File: src/rtl/stn_cap.sv
// STN capture: syncs the panel stream, packs nibbles into bytes and writes them to the line buffer.
// Build option: define STN_CAP_INVERT_EN to invert each packed byte before it is queued.
module stn_cap #(
    parameter int unsigned    AW         = 13,
    parameter logic [AW-1:0]  BUF_LAST   = 13'h17BF,
    parameter int unsigned    HOLD_DEPTH = 2
) (
    input  logic          clk,
    input  logic          rst_x,
    input  logic [7:0]    reg_tcr,
    input  logic          stn_fpframe,
    input  logic          stn_fpline,
    input  logic          stn_fpshift,
    input  logic [3:0]    stn_fpdat,
    output logic          buf_wrreq,
    input  logic          buf_wrack,
    output logic [AW-1:0] buf_waddr,
    output logic [7:0]    buf_wdata,
    output logic          frame_start,
    output logic          ovf_err
);

    typedef enum logic {StIdle, StReq} wr_state_e;

    localparam logic [1:0] QFULL = 2'(HOLD_DEPTH);

    logic [2:0] frame_s, line_s, shift_s;
    logic [3:0] dat_s0, dat_s1;

    always_ff @(posedge clk or negedge rst_x) begin
        if (!rst_x) begin
            frame_s <= '0;
            line_s  <= '0;
            shift_s <= '0;
            dat_s0  <= '0;
            dat_s1  <= '0;
        end else begin
            frame_s <= {frame_s[1:0], stn_fpframe};
            line_s  <= {line_s[1:0], stn_fpline};
            shift_s <= {shift_s[1:0], stn_fpshift};
            dat_s0  <= stn_fpdat;
            dat_s1  <= dat_s0;
        end
    end

    logic line_fall, shift_fall, frame_evt;
    assign line_fall  = line_s[2] & ~line_s[1];
    assign shift_fall = shift_s[2] & ~shift_s[1];
    assign frame_evt  = line_fall & frame_s[2];

    logic       phase_q;
    logic [3:0] nib_q;
    logic [7:0] col_q;

    always_ff @(posedge clk or negedge rst_x) begin
        if (!rst_x) begin
            phase_q <= 1'b0;
            nib_q   <= '0;
            col_q   <= '0;
        end else if (line_fall) begin
            phase_q <= 1'b0;
            col_q   <= '0;
        end else if (shift_fall) begin
            phase_q <= ~phase_q;
            if (!phase_q) begin
                nib_q <= dat_s1;
            end else if (col_q != 8'hFF) begin
                col_q <= col_q + 8'd1;
            end
        end
    end

    logic [7:0] byte_val;
    logic       push_req;
`ifdef STN_CAP_INVERT_EN
    assign byte_val = ~{nib_q, dat_s1};
`else
    assign byte_val = {nib_q, dat_s1};
`endif
    // A line/frame pulse in the same clk as the second nibble wins; the byte is lost.
    assign push_req = shift_fall & phase_q & ~line_fall & (col_q < reg_tcr);

    wr_state_e     state_q, state_d;
    logic [7:0]    mem_q [HOLD_DEPTH];
    logic          rd_ptr_q, wr_ptr_q;
    logic [1:0]    cnt_q, cnt_d;
    logic [AW-1:0] waddr_q, waddr_d;
    logic [7:0]    wdata_q, wdata_d;
    logic          ovf_q, fs_q;
    logic          pop, push, full, ovf_set;

    always_comb begin
        full    = (cnt_q == QFULL);
        pop     = (state_q == StReq) & buf_wrack;
        push    = push_req & (~full | pop);
        ovf_set = push_req & full & ~pop;
        cnt_d   = cnt_q + {1'b0, push} - {1'b0, pop};
        state_d = state_q;
        waddr_d = waddr_q;
        wdata_d = wdata_q;
        unique case (state_q)
            StIdle: begin
                if (cnt_q != 2'd0) begin
                    wdata_d = mem_q[rd_ptr_q];
                    state_d = StReq;
                end
            end
            StReq: begin
                if (pop) begin
                    waddr_d = (waddr_q == BUF_LAST) ? '0 : waddr_q + 1'b1;
                    // Back-to-back: next head is either the other entry or the byte arriving now.
                    if (cnt_q > 2'd1) begin
                        wdata_d = mem_q[~rd_ptr_q];
                    end else if (push) begin
                        wdata_d = byte_val;
                    end else begin
                        state_d = StIdle;
                    end
                end
            end
            default: state_d = StIdle;
        endcase
    end

    always_ff @(posedge clk or negedge rst_x) begin
        if (!rst_x) begin
            state_q  <= StIdle;
            for (int i = 0; i < int'(HOLD_DEPTH); i++) mem_q[i] <= '0;
            rd_ptr_q <= 1'b0;
            wr_ptr_q <= 1'b0;
            cnt_q    <= '0;
            waddr_q  <= '0;
            wdata_q  <= '0;
            ovf_q    <= 1'b0;
            fs_q     <= 1'b0;
        end else begin
            fs_q <= frame_evt;
            if (frame_evt) begin
                state_q  <= StIdle;
                rd_ptr_q <= 1'b0;
                wr_ptr_q <= 1'b0;
                cnt_q    <= '0;
                waddr_q  <= '0;
                ovf_q    <= 1'b0;
            end else begin
                state_q  <= state_d;
                cnt_q    <= cnt_d;
                waddr_q  <= waddr_d;
                wdata_q  <= wdata_d;
                rd_ptr_q <= rd_ptr_q ^ pop;
                wr_ptr_q <= wr_ptr_q ^ push;
                if (push) mem_q[wr_ptr_q] <= byte_val;
                if (ovf_set) ovf_q <= 1'b1;
            end
        end
    end

    assign buf_wrreq   = (state_q == StReq);
    assign buf_waddr   = waddr_q;
    assign buf_wdata   = wdata_q;
    assign frame_start = fs_q;
    assign ovf_err     = ovf_q;

endmodule

File: config.mk
export PLATFORM = sky130hd
export DESIGN_NAME = stn_cap
export DESIGN_NICKNAME = d
export VERILOG_FILES = /design/src/rtl/stn_cap.sv
export SDC_FILE = /design/constraint.sdc
export NUM_CORES = 1
export LEC_CHECK = 0
export CAP_MARGIN = 30
export CORE_MARGIN = 8
export CORE_UTILIZATION = 35
export CTS_CLUSTER_SIZE = 14
export DETAILED_ROUTE_END_ITERATION = 6
export GPL_ROUTABILITY_DRIVEN = 0
export SLEW_MARGIN = 20
export SYNTH_ARGS = -nofsm -noshare
export SYNTH_HDL_FRONTEND = slang
export SYNTH_SLANG_ARGS = --single-unit
File: constraint.sdc
create_clock -name clk -period 2.8 [get_ports clk]
set_input_delay 0.28 -clock clk [delete_from_list [all_inputs] [get_ports clk]]
set_output_delay 0.28 -clock clk [all_outputs]
set_load 0.02 [all_outputs]
==> flow_summary.toml, run 1 <==
[run_status]
status = "complete, no violations"

[yosys]
synth_edf_count = 0
synth-seq-cells = 74
ys.flop_type = "dfrtp_1"
yosys_warnings = 0
seq_area_frac_synth = 0.537
yosysTopAreaCell = "dfrtp_1"
netlist_area_mm2 = 0.00345
synth_fp_nets = 334
synthTopCellsByCount = "dfrtp_1, nand2_1, nor2_1, mux2i_1, mux2_2"
synth.area.top_cells = "dfrtp_1, mux2_2, mux2i_1"
yosysUniqueCellTypes = 39
syn_avg_cell_area_um2 = 11.3
synth.most_common_cell = "dfrtp_1"
async_flop_share = 1.00
synthCells = 305
netlist.area_leader.share = 0.537

[placement]
place_inst = 481
dpl_worst_slack_ps = -58.5
port_buffers = 41
post_dp_cell_area_mm2 = 0.00409
dpl.hpwl_um = 4840

[route]
antenna_left = 0
drtIter0Drc = 82
drt_wl_total_um = 6850
viasPerCell = 4.84
drt-pass1-iter-count = 4
vias = 2417
drcViolationCount = 0
wl_per_cell_um = 13.7

[clocking]
cts_buffers = 9
post_cts_buffers = 0
clk_pin_slew_worst_paths_ps = 80
root_buffer = "clkbuf_8"
cts_max_path_buffers = 2
clock_sinks = 74
clk_latency_ps = 340
htreeDepth = 3
cts_tree = "yes"

[cells_and_area]
drive_gt1_frac = 0.134
final_cells = 499
final_cell_area_mm2 = 0.00430
fillers = 922
antennaDiodeCount = 0
nets = 390
areaGrowthSynthToFinish_pct = 24.9

[timing]
fmax_mhz = 402
max-slew-margin-rel = 0.445
setup_viol = 0
tightest_slew_ps = 833
skew_ps = 11.5
worst_slack_ps = 315
maxSlewViolCount = 0
hold_viol = 0
finalCritPeriodShare = 0.887
tns_ps = 0
rsz0062_at_grt = "false"
hold_ws_ps = 354
final.min_clock_period_ps = 2480

[power]
p_clk_frac = 0.209
switching_share = 0.339
p_sw_mw = 1.23
power_density_mw_per_mm2 = 845
p_int_mw = 2.40
leakagePower_nw = 1.91
power.share.sequential = 0.448
pwr-share-comb = 0.343
irDropWorstVdd_v = 0.000288

[die]
fp.dieW_um = 115
core_area_mm2 = 0.00968
dieArea_mm2 = 0.0133
start_util = 0.356
top_level_ports = 42
placementRows = 36
die_y_um = 115

[worst_setup_path]
crit_fanout = 6
worstSetupStartpointType = "flop"
critPathBufInv = 1
crit_path_max_incr_delay_ps = 450
crit_path_end_kind = "flop"
required_ps = 3030
path_class = "flop to flop"
timing.critical_path.mode_cell = "ha_1"
worst_ep_arrival_time_ps = 2720
crit_chain = "ha_1 > a211oi_1 > o21ai_0 > a211oi_4 > nand2_1 > ha_1 > inv_1 > ha_1 > xnor2_1 > xnor2_1 > nor2_1"
crit_slowest_cell = "dfrtp_1"
path_delay_family = "adder cells"

[worst_hold_path]
hold_path.class = "flop to flop"

[global_route]
grt_pass1_vias = 2490
track_usage = 0.111
grt_overflow = 0
grt_max_degree = 75
antenna_found_initial = 0
grt_pass1_wl_um = 11700

[run]
cap_viol_max_count = 0
## routing by layer
metal | part of all wire | wire (µm) | track usage | vias to the layer above
met4 | 0.019 | 130 | 0.0552 | 0
met5 | 0 | 0 | 0 | -
met3 | 0.038 | 259 | 0.0215 | 10
met1 | 0.48 | 3280 | 0.138 | 1177
li1 | - | - | - | 1188
met2 | 0.46 | 3180 | 0.180 | 42
## worst register-to-register path, stage by stage, from the launching register on
cell	delay, ps
dfrtp_1	450
ha_1	310
a211oi_1	210
o21ai_0	190
a211oi_4	280
nand2_1	100
ha_1	280
inv_1	40
ha_1	180
xnor2_1	160
xnor2_1	130
nor2_1	50
## metrics by stage
step,util,power (mW)
finish,0.444,3.64
global route,0.444,3.90
CTS,0.441,3.70
detailed placement,0.422,2.93
global placement,0.422,2.86
floorplan,-,2.42
## cell type report
type	count	area, µm²	share of cell area
Sequential cell	74	1850	0.430
Multi-Input combinational cell	211	1510	0.352
Timing Repair Buffer	53	546	0.127
Tap cell	133	166	0.0387
Clock buffer	12	155	0.0360
Inverter	12	45.0	0.0105
Clock inverter	4	26.3	0.00610
## state kept, by name, indices dropped and copies added (netlist names)
signal,flops
wr_ptr_q,1
rd_ptr_q,1
frame_start,1
nib_q,4
buf_waddr,13
line_s,3
shift_s,3
mem_q,16
phase_q,1
buf_wrreq,1
ovf_err,1
dat_s0,4
buf_wdata,8
dat_s1,4
col_q,8
frame_s,3
cnt_q,2
## timing repair
| item | CTS | global route |
|---|---|---|
| resized for setup | 0 | 0 |
| hold buffers | 0 | 1 |
| endpoints found under the setup margin | 0 | 0 |
| hold endpoints to repair | 0 | 23 |
## kinds of logic after synthesis
| family | count (synthesis) | share of synthesized area |
|---|---|---|
| adders and majority gates | 11 | 0.0399 |
| buffers and inverters | 20 | 0.0232 |
| DFF | 74 | 0.537 |
| and+or+nand+nor | 98 | 0.137 |
| xor gates and xnor gates | 17 | 0.0432 |
| muxes | 47 | 0.147 |
| AOI/OAI and AO/OA | 38 | 0.0723 |
## cells in the final DEF (no fill, tap or decap), drive strengths merged, types with 5 or more instances in the layout
master         count
mux2              28
a21oi              6
nand2             30
ha                11
clkdlybuf4s50     40
inv               11
nor3               8
and3               5
xor2               8
dfrtp             74
mux2i             19
buf               12
nand3              6
clkbuf            12
o21ai             15
nor2              25
xnor2              9
o211ai             8
## power groups by stage
stage | clock network, mW | logic [mW] | registers, mW
2_1_floorplan | 0 | 0.795 | 1.62
3_3_place_gp | 0 | 1.22 | 1.64
3_5_place_dp | 0 | 1.27 | 1.66
4_1_cts | 0.796 | 1.27 | 1.63
5_1_grt | 0.839 | 1.38 | 1.68
6_report | 0.759 | 1.25 | 1.63
## path summary, 6_finish.rpt
| path | endpoint | depth (start not counted) | slack, ps | startpoint |
|---|---|---|---|---|
| worst min register to register | dat_s1[0]$_DFF_PN0_ | 0 | 350 | dat_s0[0]$_DFF_PN0_ |
| max in group asynchronous | cnt_q[0]$_DFF_PN0_ | 3 | 1840 | rst_x |
| worst max-delay path | cnt_q[1]$_DFF_PN0_ | 11 | 320 | col_q[2]$_DFFE_PN0P_ |
| min in group asynchronous | dat_s0[1]$_DFF_PN0_ | 2 | 390 | rst_x |
| worst max register to register | cnt_q[1]$_DFF_PN0_ | 11 | 320 | col_q[2]$_DFFE_PN0P_ |
| worst min-delay path | dat_s1[0]$_DFF_PN0_ | 0 | 350 | dat_s0[0]$_DFF_PN0_ |
Note: power is estimated with default switching activity, not from simulation.
==> run 2, diff against run 1 <==
Settings changed: CTS_CLUSTER_SIZE 14 to 8.
==> results of run 2 <==
Same layout as run 1: the final DEF is identical, and so are final timing and power.
==> variant 1 (config.mk and constraints of run 2) <==
Set the parameter `HOLD_DEPTH` to 1 (it was 2).
--- a/src/rtl/stn_cap.sv
+++ b/src/rtl/stn_cap.sv
@@ -5,3 +5,3 @@
     parameter logic [AW-1:0]  BUF_LAST   = 13'h17BF,
-    parameter int unsigned    HOLD_DEPTH = 2
+    parameter int unsigned    HOLD_DEPTH = 1
 ) (
Formal check against the unedited RTL: no difference found for any inputs over 10 cycles, from zero or initial values and one cycle with rst_x low; that may be too few to reach the edited logic, so the function may still have changed.
==> variant 1 against run 2 <==
Synthesized area fell by 13%. Setup slack improved by 140 ps. Sequential power fell by 20%. Highest routed layer unchanged. Critical endpoint unchanged. Sequential cell count fell by 9. Critical path depth rose by 2. First-iteration DRC count fell by 13%. Wire length fell by 20%. Final area fell by 13%. Power fell by 15%.
==> variant 1: results (changes against run 2) <==
** Synthesis
- Xor and xnor fraction of the mapped netlist area :: 4.111% (was 4.321%)
- Synth top area cells: sky130_fd_sc_hd__dfrtp_1, sky130_fd_sc_hd__mux2_1, sky130_fd_sc_hd__ha_1, sky130_fd_sc_hd__nor2_1, sky130_fd_sc_hd__xor2_1 (was sky130_fd_sc_hd__dfrtp_1, sky130_fd_sc_hd__mux2_2, sky130_fd_sc_hd__mux2i_1, sky130_fd_sc_hd__ha_1, sky130_fd_sc_hd__mux2_1).
- Commonest cells in the synthesized netlist :: sky130_fd_sc_hd__dfrtp_1, sky130_fd_sc_hd__mux2_1, sky130_fd_sc_hd__nor2_1 (was sky130_fd_sc_hd__dfrtp_1, sky130_fd_sc_hd__nand2_1, sky130_fd_sc_hd__nor2_1)
- Syn Inst Count :: 249 (was 305)
- Post-Syn Nets :: 278 (was 334)
- Adder and majority cell fraction of the synthesized area :: 4.614% (was 3.994%)
- The multiplexer share of the synthesized area came to 11.28% (was 14.67%).

** STA
- The minimum hold slack came to 109.3 ps (was 354.0 ps).
- The relative max-transition margin was 46.39% (was 44.49%).

** Setup path
- The worst path arrival time came to 2560 ps (was 2720 ps).
- The worst-path cell with the longest stage delay is sky130_fd_sc_hd__clkdlybuf4s50_1 (was sky130_fd_sc_hd__dfrtp_1).
- First element of the critical path :: reg_tcr[5] (was col_q[2])
- Largest fanout on the critical path :: 2 (was 6)

** Routing
- Vias per Instance :: 4.800 (was 4.844)
- Met2 WL post-DR :: 2496 um (was 3182 um)
- The sum of routed wire segments on met1 was 2621 um (was 3277 um).
- The sum of met3 wire segment lengths after detailed routing is 315 um (was 259 um).

** Place
- The setup slack after placement came to 89.45 ps (was -58.49 ps).
- DP Area :: 3516 um^2 (was 4085 um^2)

** Global route
- Met1 Usage GRT :: 13.53% (was 13.81%)
- The global-route wire length before repair came to 9680 um (was 11,660 um).
- The maximum number of pins on one net before global-route repair is 66 (was 75).
- The global-route met2 utilization is 15.26% (was 18.00%).
- Total global-route track usage :: 10.34% (was 11.09%)

** Status
- Result of the run: finished, final reports clean (unchanged).

** Pwr
- The internal power consumption was 0.002125 W (was 0.002404 W).
- The static leakage is 1.684 nW (was 1.911 nW).

** Finish
- The number of flip-flops under the largest register name was 13 (was 16).
- The total number of nets in the final design is 328 (was 390).

** Worst hold path
- Hold crit path type :: input port to asynchronous set/reset pin (was flip-flop to flip-flop)
## variant 1: power by group through the flow
stage	Sequential (W)	Clock (W)	Combinational (W)
after floorplan	0.00140	0	0.000503
after global placement	0.00132	0	0.000921
after detailed placement	0.00133	0	0.000930
after CTS	0.00131	0.000893	0.000936
after global routing	0.00134	0.000931	0.00101
final	0.00131	0.000864	0.000909
## variant 1: logic make-up (layout without fill, tap and decap cells)
kind of cell | after synthesis | in the layout
multiplexers | 30 | 30
buffers and inverters | 17 | 72
AO/OA/AOI/OAI | 28 | 28
adder cells (fa/ha/maj) | 11 | 11
flip-flops | 65 | 65
XOR/XNOR | 14 | 14
AND/OR/NAND/NOR | 84 | 84
## variant 1: cell type report
class                   count  area, um^2
fillers                   769        4523
flip-flops and latches     65        1627
multi-input cells         167        1272
repair buffers             43       420.4
well taps                 105       131.4
clock buffers               9       123.9
clock inverters             7       95.09
inverters                  13       65.06
==> variant 2 (flow settings as in run 2) <==
Without the edit above. Put one more register stage on the output `ovf_err`, with the module's reset. The value now appears one clock later. The other outputs are not delayed to match.
--- a/src/rtl/stn_cap.sv
+++ b/src/rtl/stn_cap.sv
@@ -161,3 +161,9 @@
     assign frame_start = fs_q;
-    assign ovf_err     = ovf_q;
+    always_ff @(posedge clk or negedge rst_x) begin
+        if (!rst_x) begin
+            ovf_err <= '0;
+        end else begin
+            ovf_err <= ovf_q;
+        end
+    end
 
Formal check against the unedited RTL: no difference found for any inputs over 10 cycles, from zero or initial values and one cycle with rst_x low; that may be too few to reach the edited logic, so the function may still have changed.
==> variant 2 against run 2 <==
Setup slack got worse by 71 ps. Synthesized area increased by 0.87%. Wire length increased by 1.4%. Final area decreased by 0.67%. Synthesized cell count decreased by 0.33%. Sequential cell count increased by 1. Clock power decreased by 5.0%. Power decreased by 0.96%. Critical path type unchanged. Highest routed layer unchanged.
==> variant 2: results (changes against run 2) <==
** Routing
- The number of violations reported at the end of detailed-routing iteration 0 came to 99 (was 82).
- The final routed wire length divided by cell count is 14.09 um (was 13.73 um).
- The sum of met3 wire segment lengths after detailed routing is 292 um (was 259 um).
- Post-route met1 wirelength :: 3181 um (was 3277 um)

** Synthesis
- Commonest cells in the synthesized netlist :: sky130_fd_sc_hd__dfrtp_1, sky130_fd_sc_hd__nand2_1, sky130_fd_sc_hd__nor2_1 (unchanged)
- Synth unique cells :: 42 (was 39)
- Adder and majority cell fraction of the synthesized area :: 3.960% (was 3.994%)
- Synth top area cells :: sky130_fd_sc_hd__dfrtp_1, sky130_fd_sc_hd__mux2_2, sky130_fd_sc_hd__mux2i_1, sky130_fd_sc_hd__ha_1, sky130_fd_sc_hd__nand2_1 (was sky130_fd_sc_hd__dfrtp_1, sky130_fd_sc_hd__mux2_2, sky130_fd_sc_hd__mux2i_1, sky130_fd_sc_hd__ha_1, sky130_fd_sc_hd__mux2_1)
- Post-synthesis compound-gate area fraction :: 7.271% (was 7.226%)
- Share of synthesized area occupied by flip-flops and latches :: 54.00% (was 53.74%)
- Syn avg cell area :: 11.43 um^2 (was 11.30 um^2)
- Xor and xnor fraction of the mapped netlist area :: 4.032% (was 4.321%)
- The multiplexer share of the synthesized area was 14.87% (was 14.67%).

** Finish
- Count of filler cells inserted in the layout :: 947 (was 922)
- Area growth from synthesis to layout :: 23.00% (was 24.91%)
- The layout buffer count excluding clock buffers was 49 (was 53).
- The total number of nets in the final design is 385 (was 390).
- Proportion of cell area occupied by multi-input gates :: 35.53% (was 35.17%)
- Number of multi-input combinational cells :: 209 (was 211)

** Pwr
- Seq group :: 0.00158 W (was 0.00163 W)
- The total power draw is 0.003602 W (was 0.003637 W).
- The switching share of total power came to 33.84% (was 33.91%).
- Leak pwr :: 1.900 nW (was 1.911 nW)
- IR drop worst, VDD :: 0.2590 mV (was 0.2880 mV)
- Gate power share :: 36.0% (was 34.3%)

** Status
- Result of the run: finished, final reports clean (unchanged).

** Global route
- Met1 Usage GRT :: 14.34% (was 13.81%)
- The global routing met3 resource utilization was 2.553% (was 2.153%).
- The maximum number of pins on one net before global-route repair was 76 (was 75).
- The via count of the first global-routing pass is 2,525 (was 2,490).

** Place
- Place WS :: -104.7 ps (was -58.49 ps)
- The HPWL reported at the end of detailed placement came to 4791 um (was 4838 um).
- The placed instance count is 476 (was 481).

** Setup path
- Data arrival time of the critical path :: 2780 ps (was 2720 ps)
variant 2: final timing paths:
path | startpoint | to | slack, ps | depth (start not counted)
worst max-delay path | col_q[2] | cnt_q[1] | 240 | 11
worst min-delay path | frame_s[1] | frame_s[2] | 350 | 0
worst max register to register | col_q[2] | cnt_q[1] | 240 | 11
worst min register to register | frame_s[1] | frame_s[2] | 350 | 0
max in group asynchronous | rst_x | cnt_q[1] | 1780 | 3
min in group asynchronous | rst_x | buf_wdata[6] | 450 | 2
variant 2: cells by family (layout without fill, tap and decap cells):
| group | count (synthesis) | after routing |
|---|---|---|
| adder cells (fa/ha/maj) | 11 | 11 |
| flip-flops | 75 | 75 |
| AND/OR/NAND/NOR | 97 | 97 |
| buffers and inverters | 20 | 76 |
| AO/OA/AOI/OAI | 37 | 37 |
| XOR/XNOR | 16 | 16 |
| multiplexers | 48 | 48 |
